File: config.mk
export PLATFORM = sky130hd
export DESIGN_NAME = priority_drain_encoder_flat
export DESIGN_NICKNAME = d
export VERILOG_FILES = /design/src/rtl/priority_drain_encoder_pkg.sv /design/src/rtl/priority_drain_encoder_if.sv /design/src/rtl/priority_drain_encoder_find_first.sv /design/src/rtl/priority_drain_encoder.sv /design/src/flat_wrapper.sv
export SDC_FILE = /design/constraint.sdc
export NUM_CORES = 1
export LEC_CHECK = 0
export CAP_MARGIN = 20
export CORE_AREA = 2 2 51 53
export CTS_CLUSTER_SIZE = 8
export DETAILED_ROUTE_END_ITERATION = 8
export DIE_AREA = 0 0 53 55
export PLACE_DENSITY = 0.7
export SYNTH_ARGS = -nofsm -noshare
export SYNTH_HDL_FRONTEND = slang
export SYNTH_HIERARCHICAL = 1
export SYNTH_SLANG_ARGS = --single-unit
File: constraint.sdc
create_clock -name clk -period 2.2 [get_ports clk]
set_input_delay 0.33 -clock clk [delete_from_list [all_inputs] [get_ports clk]]
set_output_delay 0.33 -clock clk [all_outputs]
set_load 0.005 [all_outputs]
File: src/rtl/priority_drain_encoder_pkg.sv
// Shared types and index-width helper for the priority drain encoder.
// Consumers import penc_pkg::* to size their index ports consistently.
package penc_pkg;

   typedef enum logic {
      PENC_IDLE,
      PENC_DRAIN
   } penc_state_e;

   localparam int PENC_N_MIN = 2;
   localparam int PENC_N_MAX = 256;

   function automatic int penc_idx_w(input int n);
      return (n <= 2) ? 1 : $clog2(n);
   endfunction

endpackage

File: src/rtl/priority_drain_encoder_if.sv
// Vector-in / index-out handshake bundle for priority_drain_encoder.
// slave is the encoder side, master the producer/consumer side.
interface priority_drain_encoder_if
   import penc_pkg::*;
#(
   parameter int N = 8
);
   localparam int W = penc_idx_w(N);

   logic         in_valid;
   logic         in_ready;
   logic [N-1:0] in_vec;
   logic         out_valid;
   logic         out_ready;
   logic [W-1:0] out_idx;
   logic         out_last;
   logic         zero_drop;

   modport slave (
      input  in_valid,
      input  in_vec,
      input  out_ready,
      output in_ready,
      output out_valid,
      output out_idx,
      output out_last,
      output zero_drop
   );

   modport master (
      output in_valid,
      output in_vec,
      output out_ready,
      input  in_ready,
      input  out_valid,
      input  out_idx,
      input  out_last,
      input  zero_drop
   );

endinterface

File: src/rtl/priority_drain_encoder_find_first.sv
// Combinational find-first-set; MSB first, LSB first with PENC_LSB_FIRST_EN.
// single flags a vector with exactly one bit set.
module penc_find_first
   import penc_pkg::*;
#(
   parameter int N = 8,
   localparam int W = penc_idx_w(N)
) (
   input  logic [N-1:0] vec,
   output logic [W-1:0] idx,
   output logic         any,
   output logic         single
);

   // Later loop iterations override earlier ones, so the loop
   // direction decides which end of the vector wins.
   always_comb begin
      idx = '0;
`ifdef PENC_LSB_FIRST_EN
      for (int i = N - 1; i >= 0; i--) begin
         if (vec[i]) idx = W'(i);
      end
`else
      for (int i = 0; i < N; i++) begin
         if (vec[i]) idx = W'(i);
      end
`endif
   end

   assign any    = |vec;
   assign single = any && ((vec & (vec - N'(1))) == '0);

endmodule

File: src/rtl/priority_drain_encoder.sv
// Serial drain of a request vector, one set-bit index per output handshake.
// Define PENC_LSB_FIRST_EN to drain lowest index first.
module priority_drain_encoder
   import penc_pkg::*;
#(
   parameter int N = 8,
   localparam int W = penc_idx_w(N)
) (
   input  logic clk,
   input  logic rst,
   priority_drain_encoder_if.slave bus
);

   penc_state_e  state;
   penc_state_e  state_nxt;
   logic [N-1:0] pend;
   logic [N-1:0] pend_nxt;
   logic         zd_nxt;
   logic         acc;
   logic         hs;
   logic         in_nz;
   logic [W-1:0] ff_idx;
   logic         ff_any;
   logic         ff_single;

   assign bus.in_ready = ~rst &
      ((state == PENC_IDLE) | (bus.out_ready & bus.out_last));

   assign acc   = bus.in_valid & bus.in_ready;
   assign hs    = bus.out_valid & bus.out_ready;
   assign in_nz = |bus.in_vec;

   always_comb begin
      pend_nxt  = pend;
      state_nxt = state;
      zd_nxt    = 1'b0;
      unique case (state)
         PENC_IDLE: begin
            if (acc) begin
               if (in_nz) begin
                  pend_nxt  = bus.in_vec;
                  state_nxt = PENC_DRAIN;
               end else begin
                  zd_nxt = 1'b1;
               end
            end
         end
         PENC_DRAIN: begin
            if (hs) begin
               if (!bus.out_last) begin
                  for (int i = 0; i < N; i++) begin
                     pend_nxt[i] = pend[i] & (bus.out_idx != W'(i));
                  end
               end else if (acc && in_nz) begin
                  pend_nxt = bus.in_vec;
               end else begin
                  pend_nxt  = '0;
                  state_nxt = PENC_IDLE;
                  zd_nxt    = acc;
               end
            end
         end
      endcase
   end

   // Selection runs on the next pend so index/last leave the flops directly.
   penc_find_first #(.N(N)) u_ff (
      .vec    (pend_nxt),
      .idx    (ff_idx),
      .any    (ff_any),
      .single (ff_single)
   );

   always_ff @(posedge clk or posedge rst) begin
      if (rst) begin
         state         <= PENC_IDLE;
         pend          <= '0;
         bus.out_valid <= 1'b0;
         bus.out_idx   <= '0;
         bus.out_last  <= 1'b0;
         bus.zero_drop <= 1'b0;
      end else begin
         state         <= state_nxt;
         pend          <= pend_nxt;
         bus.out_valid <= (state_nxt == PENC_DRAIN) & ff_any;
         bus.out_idx   <= (state_nxt == PENC_DRAIN) ? ff_idx : '0;
         bus.out_last  <= (state_nxt == PENC_DRAIN) & ff_single;
         bus.zero_drop <= zd_nxt;
      end
   end

endmodule

File: src/flat_wrapper.sv
// flat-port wrapper written by rule: the top's interface ports become plain ports
module priority_drain_encoder_flat import penc_pkg::*;
#(
   parameter int N = 8,
   localparam int W = penc_idx_w(N)
)
  (clk, rst, bus_in_valid, bus_in_vec, bus_out_ready, bus_in_ready, bus_out_valid, bus_out_idx, bus_out_last, bus_zero_drop);
  priority_drain_encoder_if #(.N(N)) bus_i ();
  input  logic clk;
  input  logic rst;
  input wire logic [$bits(bus_i.in_valid)-1:0] bus_in_valid;
  input wire logic [$bits(bus_i.in_vec)-1:0] bus_in_vec;
  input wire logic [$bits(bus_i.out_ready)-1:0] bus_out_ready;
  output wire logic [$bits(bus_i.in_ready)-1:0] bus_in_ready;
  output wire logic [$bits(bus_i.out_valid)-1:0] bus_out_valid;
  output wire logic [$bits(bus_i.out_idx)-1:0] bus_out_idx;
  output wire logic [$bits(bus_i.out_last)-1:0] bus_out_last;
  output wire logic [$bits(bus_i.zero_drop)-1:0] bus_zero_drop;
  assign bus_i.in_valid = bus_in_valid;
  assign bus_i.in_vec = bus_in_vec;
  assign bus_i.out_ready = bus_out_ready;
  assign bus_in_ready = bus_i.in_ready;
  assign bus_out_valid = bus_i.out_valid;
  assign bus_out_idx = bus_i.out_idx;
  assign bus_out_last = bus_i.out_last;
  assign bus_zero_drop = bus_i.zero_drop;
  priority_drain_encoder #(.N(N)) u_core (.clk(clk), .rst(rst), .bus(bus_i));
endmodule
==> results by group, run 1 <==
Global routing
  – Remaining global-route overflow: 0
  – Tot GR Track Use: 23.86%
  – Initial antenna violation count: 0
  – Vias in the first global route: approximately 1100
  – Largest net degree at the start of global routing: 18
  – First-pass GRT wire length: 4981 um

Routing
  – 1st-iter DRT viols: 24
  – DRT met1 WL: 1321 um
  – Top Metal Used: met4
  – Vias after detailed routing: between 1000 and 1500
  – WL met2: 1697 um
  – Vias per cell: around 5.6
  – ANT nets after route: 0
  – Wirelength per Cell: 16.31 um
  – Initial DRT Pass Iterations: 4
  – Final wirelength: between 3000 and 4000 um
  – Remaining DRCs: 0
  – Routed wl met3: ~120 um

Clock tree
  – CTS Sinks: 15
  – Worst-path clk slew: ~100 ps
  – Clk Latency, worst-skew pair: between 200 and 300 ps
  – CTS H-Tree Depth: 1
  – # hold bufs at CTS: 0
  – Clk Tree Root Cell: clkbuf_4
  – CTS tree: built
  – Maximum clock path buffer count: 2
  – CTS Buf Count: 3

Die
  – Top Ports: 19
  – Die height: about 55 um
  – Initial core utilization: between 40% and 50%
  – # rows: 18
  – Die X: around 53 um
  – Core box area: 2365 sq um
  – Die area: 2915 sq um

Logic synthesis
  – Netlist cell types: 31
  – Syn Std Cell Area: 1001 sq um
  – Async set-reset flop share out of synthesis: 100.0%
  – YS warnings: 6
  – Sequential fraction of the synthesis area: a little under two fifths
  – Most used flip-flop cell after synthesis: dfrtp_1
  – Post-synth EDFFs: 0
  – Number of synthesized register bits: 15
  – Synthesized Nets: ~120
  – Avg Cell Area, Syn: around 9 sq um
  – Cells after Synth: ~110

Timing
  – Period utilisation layout: 99.77%
  – Final hold violations: 0
  – Unrepaired setup endpoints after global routing: true
  – Fin. max-slew vios: 0
  – Clock Skews: 11.57 ps
  – Minimum clock period: ~2200 ps
  – Slew headroom: between 70% and 80%
  – Worst slew pin tran: around 300 ps
  – Fmax: 455.6 MHz
  – Final Worst Setup Slack: approximately 5.1 ps
  – Setup Viol. Count Final: 0

Worst hold path
  – Tightest Hold Check Type: input pin to asynchronous set/reset pin

Setup path
  – Arrival @ worst endpoint: roughly 2400 ps
  – Startpoint Class: input pin
  – CP Capture Type: register
  – Critical Path RT: ~2400 ps
  – Critical path class: input pin to register
  – CP Max Fanout: 6

Run status
  – Status: complete, no violations

Power
  – Sequential power share: 24.5%
  – Comb pwr share: around two thirds
  – Clk network pwr share: 8.5%
  – Internal power: approximately 1.1 mW
  – Power per cell area: 1203 nW/um^2
  – Max VDD drop: slightly above 800 uV
  – Net Sw Power: 0.8043 mW
  – Switch share: a little over two fifths
  – Pleak: 0.7099 nW

Place
  – DP HPWL: between 2000 and 2500 um
  – PortBufs: 18
  – RePlAce Congestion: roughly 0.81
  – Setup slack after placement: -468.7 ps
  – DP Area: around 1500 sq um

Cells and area
  – P&R area growth vs syn: 58.75%
  – Final Util: 67.20%
  – Nets: between 150 and 200
  – Register area: 376.6 sq um
  – Share of post-route cells with drive strength above 1: 40.36%
  – Fill count: between 200 and 250
  – N_diodes: 0
  – Multi-input gate area: ~660 sq um
  – Layout Cell Area excl Fill: around 1600 sq um

Run
  – MaxCap Viol Count: 0
-- logic make-up after synthesis --
kind of cell | Yosys count | share of synthesized area, %
and+or+nand+nor | 49 | 31.50
DFF | 15 | 37.50
AOI/OAI and AO/OA | 36 | 26.12
buffers and inverters | 11 | 4.874
-- worst max-delay path, stage by stage --
cell             delay (ps)
clkdlybuf4s50_1         460
nor2b_4                 160
nand2_2                 120
buf_4                   170
o21ai_1                 150
a32oi_2                  60
buf_4                   180
nor4_2                  320
nor2b_1                 170
o21ai_1                  90
nand3_1                  90
and2_1                  120
-- per-stage QoR --
stage               cells  hold WS [ps]  power [mW]  TNS, ps
floorplan             111         236.5      0.9953        0
global placement      188         672.9       1.492    -1602
detailed placement    188         688.8       1.530    -2066
CTS                   195         554.3       1.816        0
global route          196         271.5       2.038   -53.93
finish                196         254.1       1.912        0
-- power groups by stage --
stage / Combinational (mW) / Sequential [mW] / Clock (mW)
2_1_floorplan: 0.546 / 0.450 / 0
3_3_place_gp: 1.03 / 0.463 / 0
3_5_place_dp: 1.06 / 0.468 / 0
4_1_cts: 1.19 / 0.463 / 0.168
5_1_grt: 1.38 / 0.481 / 0.181
6_report: 1.28 / 0.469 / 0.163
-- final cells by class --
| type | count | area share (%) |
|---|---|---|
| clock inverters | 1 | 0.3150 |
| flip-flops and latches | 15 | 23.70 |
| inverters | 6 | 1.417 |
| well taps | 30 | 2.362 |
| multi-input cells | 85 | 41.81 |
| clock buffers | 3 | 1.417 |
| repair buffers | 56 | 28.98 |
-- flip-flops by register name, indices dropped and copies added (netlist names) --
| signal | flops |
|---|---|
| u_core/bus.out_idx | 3 |
| u_core/bus.out_last | 1 |
| u_core/bus.out_valid | 1 |
| u_core/bus.zero_drop | 1 |
| u_core/pend | 8 |
| u_core/state | 1 |
-- synthesized netlist by cell type (2+ instances only) --
| library cell | n | share of area, % |
|---|---|---|
| nor2b_1 | 2 | 1.2 |
| nand2_1 | 7 | 2.6 |
| o211ai_1 | 2 | 1.5 |
| o311ai_2 | 2 | 3.2 |
| buf_4 | 2 | 1.5 |
| and2_1 | 7 | 4.4 |
| dfrtp_1 | 15 | 38 |
| or4_4 | 2 | 2.2 |
| a32oi_1 | 6 | 5.2 |
| nand3_1 | 13 | 6.5 |
| o2111ai_1 | 2 | 1.8 |
| nor4b_1 | 4 | 3.5 |
| o21ai_0 | 9 | 4.5 |
| nor4_2 | 2 | 2.5 |
| o311ai_0 | 2 | 1.8 |
| inv_1 | 6 | 2.2 |
| nand4_1 | 2 | 1.2 |
| clkbuf_1 | 2 | 0.75 |
| a211oi_1 | 2 | 1.5 |
| and3_1 | 2 | 1.2 |
| nor2_1 | 4 | 1.5 |
| a21oi_1 | 7 | 3.5 |
-- worst paths after layout --
check                                     from                    to  slack, ps  cells past startpoint
max                               bus_in_valid   u_core/bus.out_last          5                     12
min                                        rst  u_core/bus.zero_drop        250                      4
max reg2reg                u_core/bus.out_last   u_core/bus.out_last         40                     11
min reg2reg                     u_core/pend[0]        u_core/pend[0]        710                      3
max in group asynchronous                  rst  u_core/bus.out_valid       1750                      4
min in group clk                 bus_in_vec[7]        u_core/pend[7]        660                      5
-- repair_timing --
| item | CTS | global route |
|---|---|---|
| gates cloned | 0 | 0 |
| endpoints found under the setup margin | 4 | 5 |
| pin swaps | 6 | 12 |
| resized for setup | 18 | 18 |
| setup buffers | 3 | 1 |
-- per-layer routing --
metal	GRT usage (%)	up-vias
li1	-	535
met1	28.33	522
met2	45.00	38
met3	1.075	8
met4	10.26	0
met5	0	-
-- cell usage in the layout (no fill, tap or decap), types with 5 or more instances in the layout --
cell / count
nand2_1: 6
dfrtp_1: 14
o21ai_1: 5
a32oi_1: 5
buf_4: 38
nand3_1: 12
a21oi_1: 6
o21ai_0: 5
and2_1: 6
clkdlybuf4s50_1: 8
inv_1: 5
No activity file was read; power rests on OpenSTA's default activity.
==> run 2, diff against run 1 <==
- CORE_AREA: 2 2 51 53 -> 10 10 59 61
- DIE_AREA: 0 0 53 55 -> 0 0 69 71
- SETUP_SLACK_MARGIN: not set -> 0.5
==> run 2 against run 1 <==
- clock power is 4% higher
- clock skew decreased by 3.8 ps
- die area increased by 68%
- critical endpoint unchanged
==> results by group, run 2 (same netlist as run 1, synthesis figures left out) <==
Run status
  – Status: complete, no violations (unchanged)

Cells and area
  – Most frequent cells in the layout: 33 x buf_4, 14 x buf_6, 12 x dfrtp_1 (was 38 x buf_4, 14 x dfrtp_1, 12 x nand3_1)
  – Reg with most FFs: u_core/pend (unchanged)
  – Max FFs per register: 8 (unchanged)
  – Final Util: 77.04% (was 67.20%)
  – Cell Count, Final, Fillers Out: 203 (was 196)
  – Commonest non-fill, non-tap cell in the layout: buf_4 (unchanged)
  – Top Registers: u_core/pend (8), u_core/bus.out_idx (3) (unchanged)
  – N_diodes: 0 (unchanged)
  – Layout Cell Area excl Fill: 1839 sq um (was 1589 sq um)
  – Share of post-route cells with drive strength above 1: 55.49% (was 40.36%)
  – P&R area growth vs syn: 83.75% (was 58.75%)
  – Nets: 186 (was 179)

Setup path
  – Crit path max-delay family: simple AND/OR/NAND/NOR gates (unchanged)
  – Terminus of the critical flop-to-flop path: u_core/bus.out_last (unchanged)
  – FF-to-FF Start: u_core/bus.out_valid (was u_core/bus.out_last)
  – Max stage delay on crit path: 470 ps (was 460 ps)
  – Startpoint Class: register (was input pin)
  – CP max stage cell: dfrtp_2 (was clkdlybuf4s50_1)
  – Critical path class: register to register (was input pin to register)
  – R2R depth: 9 (was 11)
  – Arrival @ worst endpoint: 2360 ps (was 2430 ps)
  – CP Capture Type: register (unchanged)
  – CP Max Fanout: 7 (was 6)
  – Critical Path RT: 2430 ps (was 2440 ps)
  – CP cell instances: and3_4 -> nand2_2 -> o211ai_1 -> a32oi_4 -> nor4_4 -> nor2b_2 -> o21ai_1 -> nand3_1 -> and2_1 (was clkdlybuf4s50_1 -> nor2b_4 -> nand2_2 -> buf_4 -> o21ai_1 -> a32oi_2 -> buf_4 -> nor4_2 -> nor2b_1 -> o21ai_1 -> nand3_1 -> and2_1)
  – Worst Path Buf+Inv: 0 (was 3)
  – Reg2reg setup slack: 70 ps (was 40 ps)

Die
  – Die X: 69 um (was 53 um)
  – Top Ports: 19 (unchanged)
  – Die height: 71 um (was 55 um)
  – Die area: 4899 sq um (was 2915 sq um)
  – Initial core utilization: 41.93% (was 42.33%)
  – Core box area: 2387 sq um (was 2365 sq um)
  – # rows: 18 (unchanged)

Clock tree
  – CTS Sinks: 15 (unchanged)
  – Clk Latency, worst-skew pair: 290 ps (about the same)
  – CTS Buf Count: 3 (unchanged)
  – CTS H-Tree Depth: 1 (unchanged)
  – # hold bufs at CTS: 0 (unchanged)
  – Clk Tree Root Cell: clkbuf_4 (unchanged)
  – CTS tree: built (unchanged)
  – Maximum clock path buffer count: 2 (unchanged)
  – Worst-path clk slew: 100 ps (about the same)

Timing
  – Unrepaired setup endpoints after global routing: true (unchanged)
  – Fmax: 470.3 MHz (was 455.6 MHz)
  – Period utilisation layout: 96.65% (was 99.77%)
  – Minimum clock period: 2126 ps (was 2195 ps)
  – Final hold slack: 225.3 ps (was 254.1 ps)
  – Final hold violations: 0 (unchanged)
  – Fin. max-slew vios: 0 (unchanged)
  – Worst slew pin tran: 464.0 ps (was 300.4 ps)
  – Slew headroom: 68.58% (was 79.72%)
  – Setup Viol. Count Final: 0 (unchanged)
  – Clock Skews: 7.756 ps (was 11.57 ps)

Power
  – Max VDD drop: 1206 uV (was 820.2 uV)
  – Pleak: 0.7642 nW (was 0.7099 nW)
  – Power per cell area: 1290 nW/um^2 (was 1203 nW/um^2)
  – Overall power: 2.372 mW (was 1.912 mW)

Global routing
  – Vias in the first global route: 1223 (was 1089)
  – Tot GR Track Use: 15.28% (was 23.86%)
  – Initial antenna violation count: 0 (unchanged)
  – Remaining global-route overflow: 0 (unchanged)
  – First-pass GRT wire length: 6230 um (was 4981 um)
  – Largest net degree at the start of global routing: 18 (unchanged)

Run
  – MaxCap Viol Count: 0 (unchanged)

Routing
  – Vias per cell: 5.576 (was 5.628)
  – 1st-iter DRT viols: 45 (was 24)
  – Remaining DRCs: 0 (unchanged)
  – Vias after detailed routing: 1132 (was 1103)
  – Initial DRT Pass Iterations: 4 (unchanged)
  – ANT nets after route: 0 (unchanged)
  – Final wirelength: 3680 um (was 3197 um)
  – Wirelength per Cell: 18.13 um (was 16.31 um)

Place
  – DP Area: 1478 sq um (was 1455 sq um)
  – RePlAce Congestion: 0.8568 (was 0.8130)
  – DP HPWL: 2371 um (was 2305 um)
  – PortBufs: 18 (unchanged)
  – Dpl cells: 183 (was 188)

Worst hold path
  – Tightest Hold Check Type: input pin to asynchronous set/reset pin (unchanged)
-- run 2: area by class of cell --
| cell class | instances | area [sq um] |
|---|---|---|
| Clock buffer | 3 | 22.52 |
| Clock inverter | 1 | 5.005 |
| Fill cell | 182 | 548.0 |
| Inverter | 6 | 22.52 |
| Multi-Input combinational cell | 85 | 817.0 |
| Sequential cell | 15 | 379.1 |
| Tap cell | 30 | 37.54 |
| Timing Repair Buffer | 63 | 555.5 |
-- run 2: stage by stage --
stage | setup slack, ps | TNS, ps
after floorplan | 130.2 | 0
after global placement | -445.4 | -1659
after detailed placement | -499.2 | -1952
after CTS | 154.5 | 0
after global routing | -14.83 | -14.83
final | 73.81 | 0
-- run 2: per-layer routing --
layer / routed length, um / GRT usage (%) / up-vias
li1: - / - / 551
met1: 1601 / 17.68 / 539
met2: 1844 / 26.63 / 36
met3: 152 / 2.650 / 6
met4: 82 / 7.159 / 0
met5: 0 / 0 / -
-- run 2: tightest hold or removal path, stage by stage --
cell,delay (ps)
dlygate4sd2_1,270
inv_1,70
buf_4,230
-- run 2: worst max-delay path by stage --
stage / from / to / slack (ps) / cells after the start
5_1_grt: bus_in_vec[6] / u_core/bus.out_last / -10 / 9
6_report: u_core/bus.out_valid / u_core/bus.out_last / 70 / 9
3_3_place_gp: bus_in_vec[3] / u_core/bus.out_last / -450 / 10
4_1_cts: bus_in_vec[6] / u_core/bus.out_last / 150 / 9
2_1_floorplan: bus_in_vec[3] / u_core/bus.out_last / 130 / 9
3_5_place_dp: bus_in_vec[3] / u_core/bus.out_last / -500 / 9
-- run 2: where the power goes --
group / internal (mW) / leakage [nW] / switching, mW
combinational: 0.930 / 0.576 / 0.775
sequential: 0.388 / 0.170 / 0.110
clock: 0.0677 / 0.0177 / 0.101
-- run 2: timing repair --
| item | in CTS | in global routing |
|---|---|---|
| gates resized for setup | 79 | 9 |
| setup endpoints to repair | 14 | 8 |
| endpoints found under the hold margin | 0 | 0 |
| pin swaps | 25 | 9 |
| setup buffers | 13 | 3 |
==> run 3, diff against run 2 <==
- SETUP_SLACK_MARGIN: 0.5 -> 0.15
==> run 3 against run 2 <==
- routed wire length grew 2.7%
- count of clock-buffer cells in the layout is the same
- highest routed layer unchanged
- first-iteration DRC count increased by 36%
- sequential cell count unchanged
- register-to-register slack improved by 20 ps
- final area decreased by 2.0%
- via count increased by 5.6%
- power fell by 7.0%
- clock power fell by 7%
- cell count is 2.5% higher
- global-route usage down 1.7 points
==> results by group, run 3 (same netlist as run 1, synthesis figures left out) <==
Run status
  – Status: complete, no violations (unchanged)

Routing
  – Vias per cell: 5.745 (was 5.576)
  – Wirelength per Cell: 18.18 um (was 18.13 um)
  – Final wirelength: 3781 um (was 3680 um)
  – Remaining DRCs: 0 (unchanged)
  – Initial DRT Pass Iterations: 4 (unchanged)
  – 1st-iter DRT viols: 61 (was 45)
  – ANT nets after route: 0 (unchanged)
  – Vias after detailed routing: 1195 (was 1132)

Global routing
  – Vias in the first global route: 1155 (was 1223)
  – Tot GR Track Use: 13.55% (was 15.28%)
  – Largest net degree at the start of global routing: 18 (unchanged)
  – Remaining global-route overflow: 0 (unchanged)
  – First-pass GRT wire length: 5637 um (was 6230 um)
  – Initial antenna violation count: 0 (unchanged)

Clock tree
  – CTS Sinks: 15 (unchanged)
  – CTS Buf Count: 3 (unchanged)
  – CTS tree: built (unchanged)
  – Clk Tree Root Cell: clkbuf_4 (unchanged)
  – CTS H-Tree Depth: 1 (unchanged)
  – Clk Latency, worst-skew pair: 290 ps (about the same)
  – Worst-path clk slew: 100 ps (about the same)
  – Maximum clock path buffer count: 2 (unchanged)

Cells and area
  – Layout Cell Area excl Fill: 1803 sq um (was 1839 sq um)
  – Reg with most FFs: u_core/pend (unchanged)
  – Nets: 191 (was 186)
  – Cell Count, Final, Fillers Out: 208 (was 203)
  – Top Registers: u_core/pend (8), u_core/bus.out_idx (3) (unchanged)
  – Max FFs per register: 8 (unchanged)
  – N_diodes: 0 (unchanged)
  – Most frequent cells in the layout: 42 x buf_4, 12 x dfrtp_1, 11 x nand3_1 (was 33 x buf_4, 14 x buf_6, 12 x dfrtp_1)
  – Commonest non-fill, non-tap cell in the layout: buf_4 (unchanged)
  – P&R area growth vs syn: 80.13% (was 83.75%)
  – Share of post-route cells with drive strength above 1: 55.06% (was 55.49%)

Place
  – RePlAce Congestion: 0.8618 (was 0.8568)
  – DP Area: 1458 sq um (was 1478 sq um)
  – Setup slack after placement: -459.9 ps (was -499.2 ps)
  – DP HPWL: 2429 um (was 2371 um)
  – PortBufs: 18 (unchanged)
  – Dpl cells: 183 (unchanged)

Timing
  – Unrepaired setup endpoints after global routing: true (unchanged)
  – Fmax: 472.2 MHz (was 470.3 MHz)
  – Worst slew pin tran: 320.5 ps (was 464.0 ps)
  – Setup Viol. Count Final: 0 (unchanged)
  – Clock Skews: 15.73 ps (was 7.756 ps)
  – Final Worst Setup Slack: 82.46 ps (was 73.81 ps)
  – Minimum clock period: 2118 ps (was 2126 ps)
  – Setup TNS: 0 ps (unchanged)
  – Fin. max-slew vios: 0 (unchanged)
  – Final hold violations: 0 (unchanged)
  – Period utilisation layout: 96.25% (was 96.65%)
  – Slew headroom: 78.58% (was 68.58%)

Setup path
  – Startpoint Class: input pin (was register)
  – Worst path most repeated cell: buf_4
  – CP Max Fanout: 5 (was 7)
  – Crit path max-delay family: simple AND/OR/NAND/NOR gates (unchanged)
  – Worst Path Buf+Inv: 3 (was 0)
  – Critical path class: input pin to register (was register to register)
  – Max stage delay on crit path: 310 ps (was 470 ps)
  – Critical Path RT: 2370 ps (was 2430 ps)
  – Arrival @ worst endpoint: 2290 ps (was 2360 ps)
  – CP max stage cell: dlygate4sd2_1 (was dfrtp_2)
  – Reg2reg setup slack: 90 ps (was 70 ps)
  – CP cell instances: dlygate4sd2_1 -> buf_4 -> nand4_1 -> o2111ai_2 -> o311ai_4 -> buf_4 -> nor4_4 -> nor2b_1 -> o21ai_1 -> nand3_1 -> and2_1 (was and3_4 -> nand2_2 -> o211ai_1 -> a32oi_4 -> nor4_4 -> nor2b_2 -> o21ai_1 -> nand3_1 -> and2_1)
  – CP Capture Type: register (unchanged)

Power
  – Pleak: 0.7905 nW (was 0.7642 nW)
  – Power per cell area: 1224 nW/um^2 (was 1290 nW/um^2)
  – Max VDD drop: 1138 uV (was 1206 uV)

Die
  – Die area: 4899 sq um (unchanged)
  – Top Ports: 19 (unchanged)
  – Core box area: 2387 sq um (unchanged)
  – Die X: 69 um (unchanged)
  – Initial core utilization: 41.93% (unchanged)
  – # rows: 18 (unchanged)
  – Die height: 71 um (unchanged)

Worst hold path
  – Tightest Hold Check Type: input pin to asynchronous set/reset pin (unchanged)

Run
  – MaxCap Viol Count: 0 (unchanged)
[run 3: per-layer routing]
metal  GRT usage [%]  vias up  part of all wire (%)
li1                -      562                     -
met5               0        -                     0
met1           15.51      585                    40
met4           5.593        0                   3.1
met2           24.29       38                    53
met3           2.232       10                   3.3
[run 3: worst paths after layout]
kind | startpoint | endpoint | cells past startpoint
worst max-delay path | bus_out_ready | u_core/bus.out_last | 11
worst min-delay path | rst | u_core/pend[0] | 3
worst max register to register | u_core/bus.out_idx[2] | u_core/bus.out_last | 10
worst min register to register | u_core/pend[4] | u_core/pend[4] | 2
max in group asynchronous | rst | u_core/bus.out_valid | 3
min in group clk | bus_in_vec[3] | u_core/pend[3] | 4
[run 3: cell type report]
type	instances	area (sq um)
Clock inverter	1	5.005
Sequential cell	15	379.1
Fill cell	183	584.3
Inverter	6	22.52
Clock buffer	3	22.52
Timing Repair Buffer	68	569.3
Multi-Input combinational cell	85	767.0
Tap cell	30	37.54
[run 3: what timing repair did]
action	4_1_cts	5_1_grt
hold buffers	0	0
gates resized for setup	59	18
setup endpoints to repair	5	5
buffers inserted	10	11
pin swaps	14	16
[run 3: per-stage QoR]
| stage | hold WS (ps) | power (mW) | utilization, % |
|---|---|---|---|
| final | 129.5 | 2.207 | 75.52 |
| after global routing | 149.1 | 2.341 | 75.52 |
| after CTS | 469.1 | 2.020 | 69.50 |
| after detailed placement | 657.4 | 1.562 | 61.06 |
| after global placement | 637.2 | 1.520 | 61.06 |
| after floorplan | 236.5 | 1.059 | - |
[run 3: tightest hold or removal path: stages]
cell	delay [ps]
dlymetal6s2s_1	150
inv_1	80
buf_4	230
[run 3: report_power, final]
group | switching (mW) | internal [mW] | total [mW] | leakage [nW]
sequential | 0.107 | 0.388 | 0.495 | 0.170
combinational | 0.729 | 0.825 | 1.55 | 0.602
clock | 0.0906 | 0.0674 | 0.158 | 0.0177
total | 0.926 | 1.28 | 2.21 | 0.790
